File: config.mk
export PLATFORM = sky130hd
export DESIGN_NAME = instr_prefetch
export DESIGN_NICKNAME = d
export VERILOG_FILES = /design/src/rtl/instr_prefetch_pkg.sv /design/src/rtl/instr_prefetch_fifo.sv /design/src/rtl/instr_prefetch.sv
export SDC_FILE = /design/constraint.sdc
export NUM_CORES = 1
export LEC_CHECK = 0
export CORE_ASPECT_RATIO = 1.75
export CORE_MARGIN = 1
export CORE_UTILIZATION = 51
export CTS_CLUSTER_SIZE = 8
export DETAILED_ROUTE_END_ITERATION = 8
export PLACE_DENSITY = 0.76
export SYNTH_ARGS = -nofsm -noshare
export SYNTH_HDL_FRONTEND = slang
export SYNTH_SLANG_ARGS = --single-unit
File: constraint.sdc
create_clock -name CPU_CLK -period 3.1 [get_ports CPU_CLK]
set_input_delay 0.62 -clock CPU_CLK [delete_from_list [all_inputs] [get_ports CPU_CLK]]
set_output_delay 0.62 -clock CPU_CLK [all_outputs]
set_load 0.02 [all_outputs]
File: src/rtl/instr_prefetch_pkg.sv
// -----------------------------------------------------------------------------
// edusoc_fetch_pkg
//   Shared types and constants for the instruction prefetch unit.
//   - fetch_state_t : prefetch controller states
//   - XLEN          : address / instruction width
//   - FETCH_STEP    : byte distance between sequential instruction words
//   - fetch_entry_t : one buffered instruction with the PC it was fetched from
// -----------------------------------------------------------------------------
package edusoc_fetch_pkg;

  localparam int XLEN = 32;
  localparam logic [XLEN-1:0] FETCH_STEP = 32'd4;

  typedef enum logic [1:0] {
    IDLE    = 2'd0,
    REQ     = 2'd1,
    DISCARD = 2'd2,
    FAULT   = 2'd3
  } fetch_state_t;

  typedef struct packed {
    logic [XLEN-1:0] pc;
    logic [XLEN-1:0] instr;
  } fetch_entry_t;

endpackage

File: src/rtl/instr_prefetch_fifo.sv
// -----------------------------------------------------------------------------
// prefetch_fifo
//   Synchronous FIFO of fetch_entry_t used as the prefetch buffer. Flush has
//   priority over push and pop. The head entry is read straight from the
//   storage registers, so it carries no combinational input dependency.
//   Ports:
//     clk_i, rst_i   : clock, synchronous active-high reset
//     push_i, data_i : write data_i at the tail
//     pop_i          : drop the head entry (caller guarantees non-empty)
//     flush_i        : empty the FIFO
//     count_o        : number of valid entries (0..DEPTH)
//     head_o         : oldest entry
//
// prefetch_fifo_chk
//   Simulation checker: a push into a full FIFO must never happen.
// -----------------------------------------------------------------------------
module prefetch_fifo
  import edusoc_fetch_pkg::*;
#(
  parameter int DEPTH = 4
) (
  input  logic                           clk_i,
  input  logic                           rst_i,
  input  logic                           push_i,
  input  fetch_entry_t                   data_i,
  input  logic                           pop_i,
  input  logic                           flush_i,
  output logic [$clog2(DEPTH):0]         count_o,
  output fetch_entry_t                   head_o
);

  localparam int AW = $clog2(DEPTH);
  localparam int CW = AW + 1;

  fetch_entry_t    mem_q [DEPTH];
  logic [AW-1:0]   wr_ptr_q;
  logic [AW-1:0]   rd_ptr_q;
  logic [CW-1:0]   count_q;

  // Pointer and occupancy bookkeeping; pointers wrap naturally (DEPTH is 2^n).
  always_ff @(posedge clk_i) begin
    if (rst_i || flush_i) begin
      wr_ptr_q <= '0;
      rd_ptr_q <= '0;
      count_q  <= '0;
    end else begin
      if (push_i) begin
        wr_ptr_q <= wr_ptr_q + AW'(1);
      end
      if (pop_i) begin
        rd_ptr_q <= rd_ptr_q + AW'(1);
      end
      count_q <= count_q + CW'(push_i) - CW'(pop_i);
    end
  end

  // Entry storage; contents need no reset because count_q qualifies them.
  always_ff @(posedge clk_i) begin
    if (push_i && !flush_i && !rst_i) begin
      mem_q[wr_ptr_q] <= data_i;
    end
  end

  assign count_o = count_q;
  assign head_o  = mem_q[rd_ptr_q];

  prefetch_fifo_chk #(.DEPTH(DEPTH)) u_chk (
    .clk_i   (clk_i),
    .rst_i   (rst_i),
    .push_i  (push_i),
    .flush_i (flush_i),
    .count_i (count_q)
  );

endmodule

module prefetch_fifo_chk #(
  parameter int DEPTH = 4
) (
  input logic                   clk_i,
  input logic                   rst_i,
  input logic                   push_i,
  input logic                   flush_i,
  input logic [$clog2(DEPTH):0] count_i
);

  localparam int CW = $clog2(DEPTH) + 1;

  a_no_push_when_full: assert property (
    @(posedge clk_i) disable iff (rst_i)
      (push_i && !flush_i) |-> (count_i < CW'(DEPTH))
  );

endmodule

File: src/rtl/instr_prefetch.sv
// -----------------------------------------------------------------------------
// instr_prefetch
//   Prefetches sequential instruction words from the EduSoC instruction bus
//   into a small FIFO and hands them to decode with a valid/ready handshake.
//   A redirect flushes the buffer; a bus request already issued cannot be
//   aborted, so its response is drained and dropped (DISCARD) before fetching
//   from the new PC.
//
//   Optional feature macro: INSTR_PREFETCH_ALIGN_CHECK_EN
//     defined   : misaligned REDIRECT_PC raises FETCH_MISALIGNED and parks the
//                 unit in FAULT until an aligned redirect arrives.
//     undefined : REDIRECT_PC[1:0] is ignored, FETCH_MISALIGNED is 0.
//
//   Ports:
//     CPU_CLK, CPU_RES        : clock, synchronous active-high reset
//     INSTR_REQ, INSTR_ADDR   : registered bus request and word address
//     INSTR_VALID, INSTR_RDATA: one-cycle bus response
//     FETCH_VALID/READY       : decode handshake on the FIFO head
//     FETCH_INSTR, FETCH_PC   : head instruction and its PC
//     REDIRECT, REDIRECT_PC   : one-cycle flush and refetch request
//     FETCH_MISALIGNED        : misaligned redirect fault flag
// -----------------------------------------------------------------------------
module instr_prefetch
  import edusoc_fetch_pkg::*;
#(
  parameter int          DEPTH    = 4,
  parameter logic [31:0] RESET_PC = 32'h0000_0000
) (
  input  logic        CPU_CLK,
  input  logic        CPU_RES,
  output logic        INSTR_REQ,
  input  logic        INSTR_VALID,
  output logic [31:0] INSTR_ADDR,
  input  logic [31:0] INSTR_RDATA,
  output logic        FETCH_VALID,
  input  logic        FETCH_READY,
  output logic [31:0] FETCH_INSTR,
  output logic [31:0] FETCH_PC,
  input  logic        REDIRECT,
  input  logic [31:0] REDIRECT_PC,
  output logic        FETCH_MISALIGNED
);

  localparam int CW = $clog2(DEPTH) + 1;
  localparam logic [XLEN-1:0] WORD_MASK = 32'hFFFF_FFFC;

  fetch_state_t    state_q, state_d;
  logic [XLEN-1:0] fetch_pc_q, fetch_pc_d;
  logic [XLEN-1:0] pending_pc_q, pending_pc_d;
  logic [XLEN-1:0] addr_q, addr_d;
  logic            req_q, req_d;
  logic            pend_fault_q, pend_fault_d;

  logic [XLEN-1:0] redir_pc_s;
  logic            redir_mis_s;
  logic            push_s;
  logic            pop_s;
  logic            room_s;
  logic [CW-1:0]   count_s;
  logic [CW-1:0]   count_next_s;
  fetch_entry_t    push_entry_s;
  fetch_entry_t    head_s;

`ifdef INSTR_PREFETCH_ALIGN_CHECK_EN
  assign redir_pc_s  = REDIRECT_PC;
  assign redir_mis_s = (REDIRECT_PC[1:0] != 2'b00);
`else
  assign redir_pc_s  = REDIRECT_PC & WORD_MASK;
  assign redir_mis_s = 1'b0;
`endif

  // A redirect voids both the response of this cycle and any pop.
  assign push_s       = (state_q == REQ) && INSTR_VALID && !REDIRECT;
  assign pop_s        = (count_s != '0) && FETCH_READY && !REDIRECT;
  assign count_next_s = count_s + CW'(push_s) - CW'(pop_s);
  assign room_s       = (count_next_s < CW'(DEPTH));

  assign push_entry_s.pc    = fetch_pc_q;
  assign push_entry_s.instr = INSTR_RDATA;

  prefetch_fifo #(.DEPTH(DEPTH)) u_fifo (
    .clk_i   (CPU_CLK),
    .rst_i   (CPU_RES),
    .push_i  (push_s),
    .data_i  (push_entry_s),
    .pop_i   (pop_s),
    .flush_i (REDIRECT),
    .count_o (count_s),
    .head_o  (head_s)
  );

  // Next-state logic: redirect handling first, then normal fetch flow.
  always_comb begin
    state_d      = state_q;
    fetch_pc_d   = fetch_pc_q;
    pending_pc_d = pending_pc_q;
    pend_fault_d = pend_fault_q;

    if (REDIRECT) begin
      case (state_q)
        REQ, DISCARD: begin
          if (INSTR_VALID) begin
            // Outstanding request completes now; its data is dropped.
            pend_fault_d = 1'b0;
            if (redir_mis_s) begin
              state_d = FAULT;
            end else begin
              fetch_pc_d = redir_pc_s;
              state_d    = REQ;
            end
          end else begin
            // Request still in flight: remember the target, drain first.
            pending_pc_d = redir_pc_s;
            pend_fault_d = redir_mis_s;
            state_d      = DISCARD;
          end
        end
        default: begin
          pend_fault_d = 1'b0;
          if (redir_mis_s) begin
            state_d = FAULT;
          end else begin
            fetch_pc_d = redir_pc_s;
            state_d    = REQ;
          end
        end
      endcase
    end else begin
      case (state_q)
        IDLE: begin
          if (room_s) begin
            state_d = REQ;
          end else begin
            state_d = IDLE;
          end
        end
        REQ: begin
          if (INSTR_VALID) begin
            fetch_pc_d = fetch_pc_q + FETCH_STEP;
            state_d    = room_s ? REQ : IDLE;
          end else begin
            state_d = REQ;
          end
        end
        DISCARD: begin
          if (INSTR_VALID) begin
            pend_fault_d = 1'b0;
            if (pend_fault_q) begin
              state_d = FAULT;
            end else begin
              fetch_pc_d = pending_pc_q;
              state_d    = REQ;
            end
          end else begin
            state_d = DISCARD;
          end
        end
        FAULT: begin
          state_d = FAULT;
        end
        default: begin
          state_d = IDLE;
        end
      endcase
    end
  end

  // Bus outputs are registered from the next state; DISCARD keeps the stale
  // address so it stays stable until the outstanding response arrives.
  always_comb begin
    req_d  = (state_d == REQ) || (state_d == DISCARD);
    addr_d = addr_q;
    if (state_d == REQ) begin
      addr_d = fetch_pc_d & WORD_MASK;
    end else begin
      addr_d = addr_q;
    end
  end

  // Controller state and bus output registers.
  always_ff @(posedge CPU_CLK) begin
    if (CPU_RES) begin
      state_q      <= IDLE;
      fetch_pc_q   <= RESET_PC;
      pending_pc_q <= RESET_PC;
      pend_fault_q <= 1'b0;
      req_q        <= 1'b0;
      addr_q       <= RESET_PC;
    end else begin
      state_q      <= state_d;
      fetch_pc_q   <= fetch_pc_d;
      pending_pc_q <= pending_pc_d;
      pend_fault_q <= pend_fault_d;
      req_q        <= req_d;
      addr_q       <= addr_d;
    end
  end

`ifdef INSTR_PREFETCH_ALIGN_CHECK_EN
  logic mis_q, mis_d;

  // Fault flag follows the alignment of the most recent redirect.
  always_comb begin
    mis_d = mis_q;
    if (REDIRECT) begin
      mis_d = redir_mis_s;
    end else begin
      mis_d = mis_q;
    end
  end

  // Fault flag register.
  always_ff @(posedge CPU_CLK) begin
    if (CPU_RES) begin
      mis_q <= 1'b0;
    end else begin
      mis_q <= mis_d;
    end
  end

  assign FETCH_MISALIGNED = mis_q;
`else
  assign FETCH_MISALIGNED = 1'b0;
`endif

  assign INSTR_REQ   = req_q;
  assign INSTR_ADDR  = addr_q;
  assign FETCH_VALID = (count_s != '0);
  assign FETCH_INSTR = head_s.instr;
  assign FETCH_PC    = head_s.pc;

endmodule
==> results of run 1 <==
==> flip-flops by register name, indices dropped and copies added (netlist names), named ones only <==
register	cells
u_fifo.mem_q	248
INSTR_ADDR	30
fetch_pc_q	30
pending_pc_q	30
u_fifo.count_o	3
state_q	2
u_fifo.rd_ptr_q	2
u_fifo.wr_ptr_q	2
INSTR_REQ	1
==> critical path, stage by stage, from the launching register on <==
cell and delay (ps):
dfxtp_4 490, clkbuf_16 280, mux4_2 520, clkdlybuf4s50_1 570
==> power by group <==
part           leakage (µW)  switching [µW]  total, µW  internal, µW
registers           0.00310             151       5320          5170
clock network      0.000665            1820       4800          2980
logic               0.00258             642       1160           516
==> per-stage QoR <==
stage	std cells	power [µW]	TNS, ps
floorplan	1090	5970	0
global placement	1612	6490	-9930
detailed placement	1612	6520	-11020
CTS	1687	11300	0
global route	1689	11600	-7.79
finish	1689	11300	0
==> metal layers <==
layer,share of wire [%],wire (µm),global-route usage (%),vias to the layer above
met4,5.3,1890,14.0,0
met3,5.6,2020,3.78,119
met2,53,19000,44.6,409
met5,0,0,0,-
li1,-,-,-,4582
met1,36,12900,28.1,4905
==> area by class of cell <==
class                   count  area [µm²]  area share [%]
flip-flops and latches    350        9500            50.8
repair buffers            236        2400            12.8
multi-input cells         632        4850            26.0
clock buffers              73        1370            7.33
clock inverters             1        8.76          0.0469
well taps                 373         467            2.50
inverters                  24        90.1           0.482
==> kinds of logic after synthesis <==
group | synth area share [%]
compound gates | 9.39
mux | 10.4
xor+xnor | 0.298
fa+ha+maj | 1.16
flops | 64.5
buf+inv | 3.02
other cells | 0.0255
simple gates | 11.2
==> cells in the final DEF (no fill, tap or decap), drive strengths merged, types with 15 or more instances in the layout <==
cell | Yosys | layout
o21ai | 28 | 28
inv | 24 | 25
a21oi | 56 | 56
buf | 26 | 77
edfxtp | 248 | 248
nand2 | 138 | 138
and3 | 18 | 18
nor4 | 15 | 15
clkdlybuf4s50 | 0 | 148
nor2 | 52 | 52
a211oi | 20 | 20
nand3 | 29 | 29
clkbuf | 58 | 74
dfxtp | 102 | 102
nor2b | 16 | 16
mux4 | 62 | 62
==> worst paths after layout <==
kind	startpoint	slack, ps	depth (start not counted)	endpoint
max reg2reg	u_fifo.count_o[1]	130	13	INSTR_ADDR[30]
max	flip-flop	80	3	FETCH_PC[31]
min	pending_pc_q[20]	450	2	pending_pc_q[20]
min reg2reg	pending_pc_q[20]	450	2	pending_pc_q[20]
==> timing repair <==
action	in CTS	in global routing
buffers inserted	0	1
gates resized for setup	13	17
endpoints found under the setup margin	35	55
gates cloned	1	1
pin swaps	3	7
==> results.sh, run 1 <==
export IMPL_fmax_mhz=331
export IMPL_drt_drc_violations_left=0
export IMPL_antennaDiodeCount=0
export IMPL_finalHoldViolations=0
export IMPL_max_slew_worst_pin_slew_ps=711
export IMPL_io_buffer_count=160
export IMPL_synth_most_common_cell="edfxtp_1"
export IMPL_postPlaceCellArea_um2=17200
export IMPL_floorplan_io_pins=168
export IMPL_synthesis_area_um2=14700
export IMPL_setup_viol_count_final=0
export IMPL_antenna_found_initial=0
export IMPL_cap_violations=0
export IMPL_placement_rows=81
export IMPL_die_y_um=227
export IMPL_cts_root_cell="clkbuf_16"
export IMPL_detail_routed_net_length_per_standard_cell_um=21.2
export IMPL_clk_pin_slew_ps=50
export IMPL_final_hold_worst_slack_ps=449
export IMPL_detailedRoute_firstPassIterationCount=8
export IMPL_worstSetupStartpointType="flip-flop"
export IMPL_ys_warnings_count=0
export IMPL_layout_cell_area_non_filler_um2=18700
export IMPL_insertion_delay_ps=570
export IMPL_layout_drive_gt1_share_pct=17.4
export IMPL_grtUsageTotal_pct=25.0
export IMPL_grt_remaining_overflow=0
export IMPL_ctsLongestPathBuffers=3
export IMPL_gate_count_post_synth=1086
export IMPL_status="complete, no violations"
export IMPL_start_util_pct=52.2
export IMPL_synth_top_cell_area_share_pct=50.6
export IMPL_routed_via_density=5.93
export IMPL_preCtsSetupSlack_ps=-424
export IMPL_synth_edf_count=248
export IMPL_route_final_wire_length_um=35800
export IMPL_floorplan_die_area_um2=29500
export IMPL_synth_seq_cells=350
export IMPL_worst_endpoint_required_ps=2480
export IMPL_first_global_vias=10168
export IMPL_timing_critical_path_to_type="output pin"
export IMPL_yosysSeqAreaShare_pct=64.5
export IMPL_synth_top_cells_by_area="edfxtp_1, dfxtp_1, mux4_2"
export IMPL_largest_net_degree_at_the_start_of_global_routing=63
export IMPL_ant_nets=0
export IMPL_finish_net_count=1375
export IMPL_synth_async_reset_ratio_pct=0
export IMPL_pleak_uw=0.00634
export IMPL_rsz0062_at_grt="yes"
export IMPL_final_setup_worst_slack_ps=79.9
export IMPL_fp_coreArea_um2=28200
export IMPL_tritoncts_num_sinks=350
export IMPL_gp_congestion=0.921
export IMPL_chipWidth_um=130
export IMPL_num_vias=10015
export IMPL_global_route_wire_length_before_repair_um=55100
export IMPL_synth_ff_type="edfxtp_1"
export IMPL_worst_hold_class="flip-flop to flip-flop"
export IMPL_crit_type="flip-flop to output pin"
export IMPL_synth_area_per_cell_um2=13.5
export IMPL_finish_utilization_pct=66.3
export IMPL_fillerInstances=2117
export IMPL_final_max_slew_viol_count=0
export IMPL_postCtsHoldBufs=0
export IMPL_place_detailed_hpwl_um=23400
export IMPL_yosysTopAreaCell="edfxtp_1"
export IMPL_drt_iter0_drc=647
export IMPL_powerDensity_nw_per_um2=604
export IMPL_timing_critical_path_fanout_max=16
export IMPL_area_delta_synth_final_pct=27.0
export IMPL_timing_critical_path_arrival_ps=2400
export IMPL_timing_final_crit_period_ps=3020
export IMPL_synth_cells_most_frequent="edfxtp_1, nand2_1, dfxtp_1, mux4_2, clkbuf_1"
export IMPL_cts_htree_levels=2
export IMPL_numCtsBuffers=49
export IMPL_vdd_ir_drop_max_mv=0.466
export IMPL_layout_worst_path_cycle_share_pct=97.4
export IMPL_worst_clock_skew_ps=34.6
export IMPL_slew_headroom_pct=52.6
export IMPL_clock_tree_from_tritoncts="built"
export IMPL_synth_cell_types=70
Power figures use the tool's default switching activity.
==> run 2, diff against run 1 <==
CORE_MARGIN = 2   (was 1)
PLACE_DENSITY = default   (was 0.76)
PLACE_DENSITY_LB_ADDON = 0.3   (was default)
==> results.sh, run 2 (synthesis results as in run 1) <==
export IMPL_timing_critical_path_to_type="flip-flop"
export IMPL_cap_violations=0
export IMPL_finish_utilization_pct=65.6
export IMPL_floorplan_io_pins=168
export IMPL_max_slew_worst_pin_slew_ps=702
export IMPL_detail_routed_net_length_per_standard_cell_um=21.7
export IMPL_grt_remaining_overflow=0
export IMPL_timing_critical_path_fanout_max=7
export IMPL_numCtsBuffers=49
export IMPL_place_detailed_hpwl_um=23600
export IMPL_cpPeakStageDelay_ps=380
export IMPL_gp_congestion=0.917
export IMPL_cts_htree_levels=2
export IMPL_rsz0062_at_grt="yes"
export IMPL_area_delta_synth_final_pct=27.2
export IMPL_io_buffer_count=160
export IMPL_powerDensity_nw_per_um2=602
export IMPL_pleak_uw=0.00629
export IMPL_first_global_vias=10267
export IMPL_worst_endpoint_required_ps=3560
export IMPL_crit_type="flip-flop to flip-flop"
export IMPL_die_y_um=229
export IMPL_worst_hold_class="primary input to flip-flop"
export IMPL_finish_net_count=1374
export IMPL_antennaDiodeCount=0
export IMPL_post_layout_nonfiller_instances=1685
export IMPL_critical_path_slowest_cell="or3_4"
export IMPL_r2r_setup_slack_ps=-40
export IMPL_timing_final_crit_period_ps=3140
export IMPL_setup_viol_count_final=7
export IMPL_final_setup_worst_slack_ps=-39.3
export IMPL_worst_clock_skew_ps=25.4
export IMPL_layout_cells_most_common_list="edfxtp_1, clkdlybuf4s50_1, nand2_1"
export IMPL_clk_pin_slew_ps=50
export IMPL_layout_worst_path_cycle_share_pct=101
export IMPL_start_util_pct=51.6
export IMPL_placement_rows=82
export IMPL_final_max_slew_viol_count=0
export IMPL_tritoncts_num_sinks=350
export IMPL_floorplan_die_area_um2=30300
export IMPL_slew_headroom_pct=53.2
export IMPL_layout_drive_gt1_share_pct=18.1
export IMPL_largest_net_degree_at_the_start_of_global_routing=64
export IMPL_finalHoldViolations=0
export IMPL_number_of_flip_flops_under_the_largest_register_name=248
export IMPL_clock_tree_from_tritoncts="built"
export IMPL_insertion_delay_ps=550
export IMPL_antenna_found_initial=0
export IMPL_route_final_wire_length_um=36600
export IMPL_status="finished with violations"
export IMPL_detailedRoute_firstPassIterationCount=5
export IMPL_cts_root_cell="clkbuf_16"
export IMPL_post_place_cells=1610
export IMPL_chain_of_cells_forming_the_critical_path="or3_4 > and3_4 > ha_4 > inv_2 > ha_4 > fa_2 > xnor2_2 > nor2_1 > o31a_1 > ha_4 > buf_12 > buf_12 > buf_6 > a211oi_2"
export IMPL_worstSetupStartpointType="flip-flop"
export IMPL_ant_nets=0
export IMPL_power_total_uw=11300
export IMPL_buffering_stage_count_on_the_worst_path_with_inverters_included=4
export IMPL_layout_cell_area_non_filler_um2=18700
export IMPL_path_common_cell="ha_4"
export IMPL_fillerInstances=2160
export IMPL_critical_path_top_delay_family="adder cells"
export IMPL_vdd_ir_drop_max_mv=0.458
export IMPL_fmax_mhz=319
export IMPL_postCtsHoldBufs=0
export IMPL_timing_critical_path_arrival_ps=3600
export IMPL_failed_checks="setup timing"
export IMPL_register_containing_the_most_flip_flops_in_the_final_layout="u_fifo.mem_q"
export IMPL_final_common_cell="edfxtp_1"
export IMPL_drt_iter0_drc=730
export IMPL_grtUsageTotal_pct=24.2
export IMPL_drt_drc_violations_left=0
export IMPL_fp_coreArea_um2=28500
export IMPL_chipWidth_um=132
export IMPL_ctsLongestPathBuffers=3
export IMPL_routed_via_density=6.03
export IMPL_num_vias=10153
export IMPL_global_route_wire_length_before_repair_um=57000
export IMPL_postPlaceCellArea_um2=17100
==> run 2: cell count changes in the layout (fill, tap and decap cells not counted), moves of 2 or more <==
cell / delta
a211oi_2: +2
dlygate4sd2_1: -5
nor2_1: -6
clkdlybuf4s50_1: +10
clkbuf_1: -8
nor2_4: +4
a311oi_2: +2
dlymetal6s2s_1: -5
buf_16: -2
nor2_2: +2
a211oi_1: -2
a311oi_1: -2
buf_12: +3
==> run 2: worst paths after layout <==
| kind | startpoint | endpoint | cells past startpoint |
|---|---|---|---|
| hold / removal | CPU_RES | pending_pc_q[8] | 2 |
| setup / recovery | u_fifo.count_o[0] | INSTR_ADDR[27] | 14 |
| setup reg to reg | u_fifo.count_o[0] | INSTR_ADDR[27] | 14 |
| hold reg to reg | pending_pc_q[30] | pending_pc_q[30] | 2 |
==> run 2: area by class of cell <==
class	count	area, µm²	area share, %
Clock buffer	65	1340	7.16
Clock inverter	1	8.76	0.0468
Inverter	24	90.1	0.481
Multi-Input combinational cell	632	4910	26.2
Sequential cell	350	9500	50.7
Tap cell	378	473	2.53
Timing Repair Buffer	235	2400	12.8
==> run 2: per-stage QoR <==
stage	hold slack [ps]	worst slack (ps)	TNS, ps
after floorplan	432	3.76	0
after global placement	438	-443	-10360
after detailed placement	445	-558	-12680
after CTS	287	-39.7	-93.2
after global routing	320	-185	-2820
final	310	-39.3	-149
==> run 2: layer usage <==
| metal | wire length, µm | up-vias | share of wire, % | track usage, % |
|---|---|---|---|---|
| li1 | - | 4584 | - | - |
| met1 | 13700 | 5052 | 37 | 28.7 |
| met2 | 19100 | 405 | 52 | 42.2 |
| met3 | 1890 | 112 | 5.2 | 3.66 |
| met4 | 1900 | 0 | 5.2 | 12.7 |
| met5 | 0 | - | 0 | 0 |
==> run 2: what timing repair did <==
action                                  CTS  global route
endpoints found under the setup margin   46            29
hold endpoints to repair                  0             0
gates cloned                              1             1
setup buffers                             5             2
pin swaps                                 1            16
gates resized for setup                   6            26
==> run 2: power breakdown <==
| part | switching [µW] | internal, µW |
|---|---|---|
| logic | 654 | 541 |
| clock network | 1800 | 2940 |
| registers | 160 | 5170 |
| total | 2620 | 8650 |
==> run 3, diff against run 2 <==
CORE_UTILIZATION = 55   (was 51)
DONT_BUFFER_PORTS = 1   (was default)
REMOVE_ABC_BUFFERS = 1   (was default)
==> results.sh, run 3 (synthesis results as in run 1) <==
export IMPL_critical_path_slowest_cell="or3_4"
export IMPL_global_route_wire_length_before_repair_um=51200
export IMPL_timing_critical_path_arrival_ps=3510
export IMPL_floorplan_die_area_um2=28100
export IMPL_status="complete, no violations"
export IMPL_fillerInstances=1980
export IMPL_drt_drc_violations_left=0
export IMPL_worst_endpoint_required_ps=3550
export IMPL_max_slew_worst_pin_slew_ps=767
export IMPL_detailedRoute_firstPassIterationCount=6
export IMPL_drt_iter0_drc=652
export IMPL_clock_tree_from_tritoncts="built"
export IMPL_area_delta_synth_final_pct=14.8
export IMPL_finish_net_count=1191
export IMPL_cap_violations=0
export IMPL_timing_critical_path_fanout_max=6
export IMPL_detail_routed_net_length_per_standard_cell_um=23.2
export IMPL_tritoncts_num_sinks=350
export IMPL_worstSetupStartpointType="flip-flop"
export IMPL_chipWidth_um=128
export IMPL_setup_viol_count_final=0
export IMPL_floorplan_io_pins=168
export IMPL_timing_final_crit_period_ps=3060
export IMPL_vdd_ir_drop_max_mv=0.399
export IMPL_power_total_uw=11100
export IMPL_placement_rows=79
export IMPL_largest_net_degree_at_the_start_of_global_routing=97
export IMPL_crit_type="flip-flop to flip-flop"
export IMPL_place_detailed_hpwl_um=21600
export IMPL_slew_headroom_pct=48.8
export IMPL_rsz0062_at_grt="yes"
export IMPL_fmax_mhz=327
export IMPL_gp_congestion=0.848
export IMPL_layout_drive_gt1_share_pct=18.1
export IMPL_layout_cells_most_common_list="edfxtp_1, nand2_1, dfxtp_1"
export IMPL_whs_path_depth=1
export IMPL_path_common_cell="ha_4"
export IMPL_numCtsBuffers=49
export IMPL_layout_worst_path_cycle_share_pct=98.7
export IMPL_cts_root_cell="clkbuf_16"
export IMPL_ant_nets=0
export IMPL_powerDensity_nw_per_um2=656
export IMPL_first_global_vias=9198
export IMPL_num_vias=9260
export IMPL_worst_hold_class="primary input to flip-flop"
export IMPL_r2r_cells=14
export IMPL_routed_via_density=6.30
export IMPL_pleak_uw=0.00557
export IMPL_timing_setup_tns_ps=0
export IMPL_cpPeakStageDelay_ps=380
export IMPL_final_common_cell="edfxtp_1"
export IMPL_register_containing_the_most_flip_flops_in_the_final_layout="u_fifo.mem_q"
export IMPL_route_final_wire_length_um=34000
export IMPL_insertion_delay_ps=560
export IMPL_postCtsHoldBufs=0
export IMPL_number_of_flip_flops_under_the_largest_register_name=248
export IMPL_finalHoldViolations=0
export IMPL_start_util_pct=55.5
export IMPL_final_max_slew_viol_count=0
export IMPL_chain_of_cells_forming_the_critical_path="or3_4 > and3_4 > ha_4 > inv_2 > ha_4 > fa_2 > xnor2_2 > nor2_1 > o31a_1 > ha_4 > buf_12 > nand3_2 > o21ai_1 > a311oi_1"
export IMPL_antenna_found_initial=0
export IMPL_antennaDiodeCount=0
export IMPL_grt_remaining_overflow=0
export IMPL_clk_pin_slew_ps=60
export IMPL_grtUsageTotal_pct=23.8
export IMPL_fp_coreArea_um2=26500
export IMPL_worst_clock_skew_ps=30.5
export IMPL_timing_critical_path_to_type="flip-flop"
export IMPL_cts_htree_levels=2
export IMPL_ctsLongestPathBuffers=3
export IMPL_io_buffer_count=0
export IMPL_die_y_um=220
==> run 3: cell count changes in the layout (fill, tap and decap cells not counted), sizes merged <==
cell           before  now
buf                75   51
clkdlybuf4s50     158    0
bufbuf              1    0
clkbuf             66   87
==> run 3: per-stage QoR <==
| stage | instance area, µm² | worst slack [ps] | cells | hold WS (ps) | util [%] |
|---|---|---|---|---|---|
| after global routing | 16900 | -20.6 | 1469 | 123 | 63.7 |
| after CTS | 16800 | 0.834 | 1467 | 128 | 63.4 |
| after global placement | 15300 | -53.4 | 1378 | 431 | 57.8 |
| after floorplan | 14400 | -1370 | 1006 | 426 | - |
| after detailed placement | 15300 | -121 | 1378 | 437 | 57.8 |
| final | 16900 | 41.7 | 1469 | 140 | 63.7 |
==> run 3: path summary, 6_finish.rpt <==
check,end,slack (ps),start
hold reg to reg,pending_pc_q[22],450,pending_pc_q[22]
setup reg to reg,INSTR_ADDR[8],40,u_fifo.count_o[1]
hold / removal,pending_pc_q[26],140,CPU_RES
setup / recovery,INSTR_ADDR[8],40,u_fifo.count_o[1]
==> run 3: final cells by class <==
| class | instances | area (µm²) | area share (%) |
|---|---|---|---|
| well taps | 324 | 405 | 2.40 |
| clock inverters | 1 | 8.76 | 0.0519 |
| inverters | 24 | 90.1 | 0.534 |
| multi-input cells | 632 | 4870 | 28.9 |
| clock buffers | 86 | 1420 | 8.40 |
| repair buffers | 52 | 582 | 3.45 |
| flip-flops and latches | 350 | 9500 | 56.3 |
==> run 3: critical path, delay by kind of cell (launching register included) <==
kind | cells | cell delay (ps)
compound gates | 3 | 620
fa+ha+maj | 4 | 980
xor+xnor | 1 | 190
flops | 1 | 310
simple gates | 4 | 680
buf+inv | 2 | 190
==> run 3: power by group <==
part           internal [µW]  switching [µW]  leakage (µW)
sequential              5170             245       0.00310
combinational            309             448       0.00179
clock                   3050            1850      0.000680
total                   8520            2540       0.00557
==> run 3: repair_timing <==
item | CTS | global route
setup endpoints to repair | 27 | 29
pin swaps | 6 | 8
setup buffers | 2 | 1
gates resized for setup | 11 | 9
cloned | 0 | 1
endpoints found under the hold margin | 0 | 0
==> run 3: metal layers <==
metal	global-route usage, %	wire [µm]	vias to the layer above	share of wire (%)
met5	0	0	-	0
met2	42.9	18000	334	53
met4	11.0	1320	0	3.9
met1	26.5	12300	4607	36
li1	-	-	4220	-
met3	5.51	2380	99	7.0
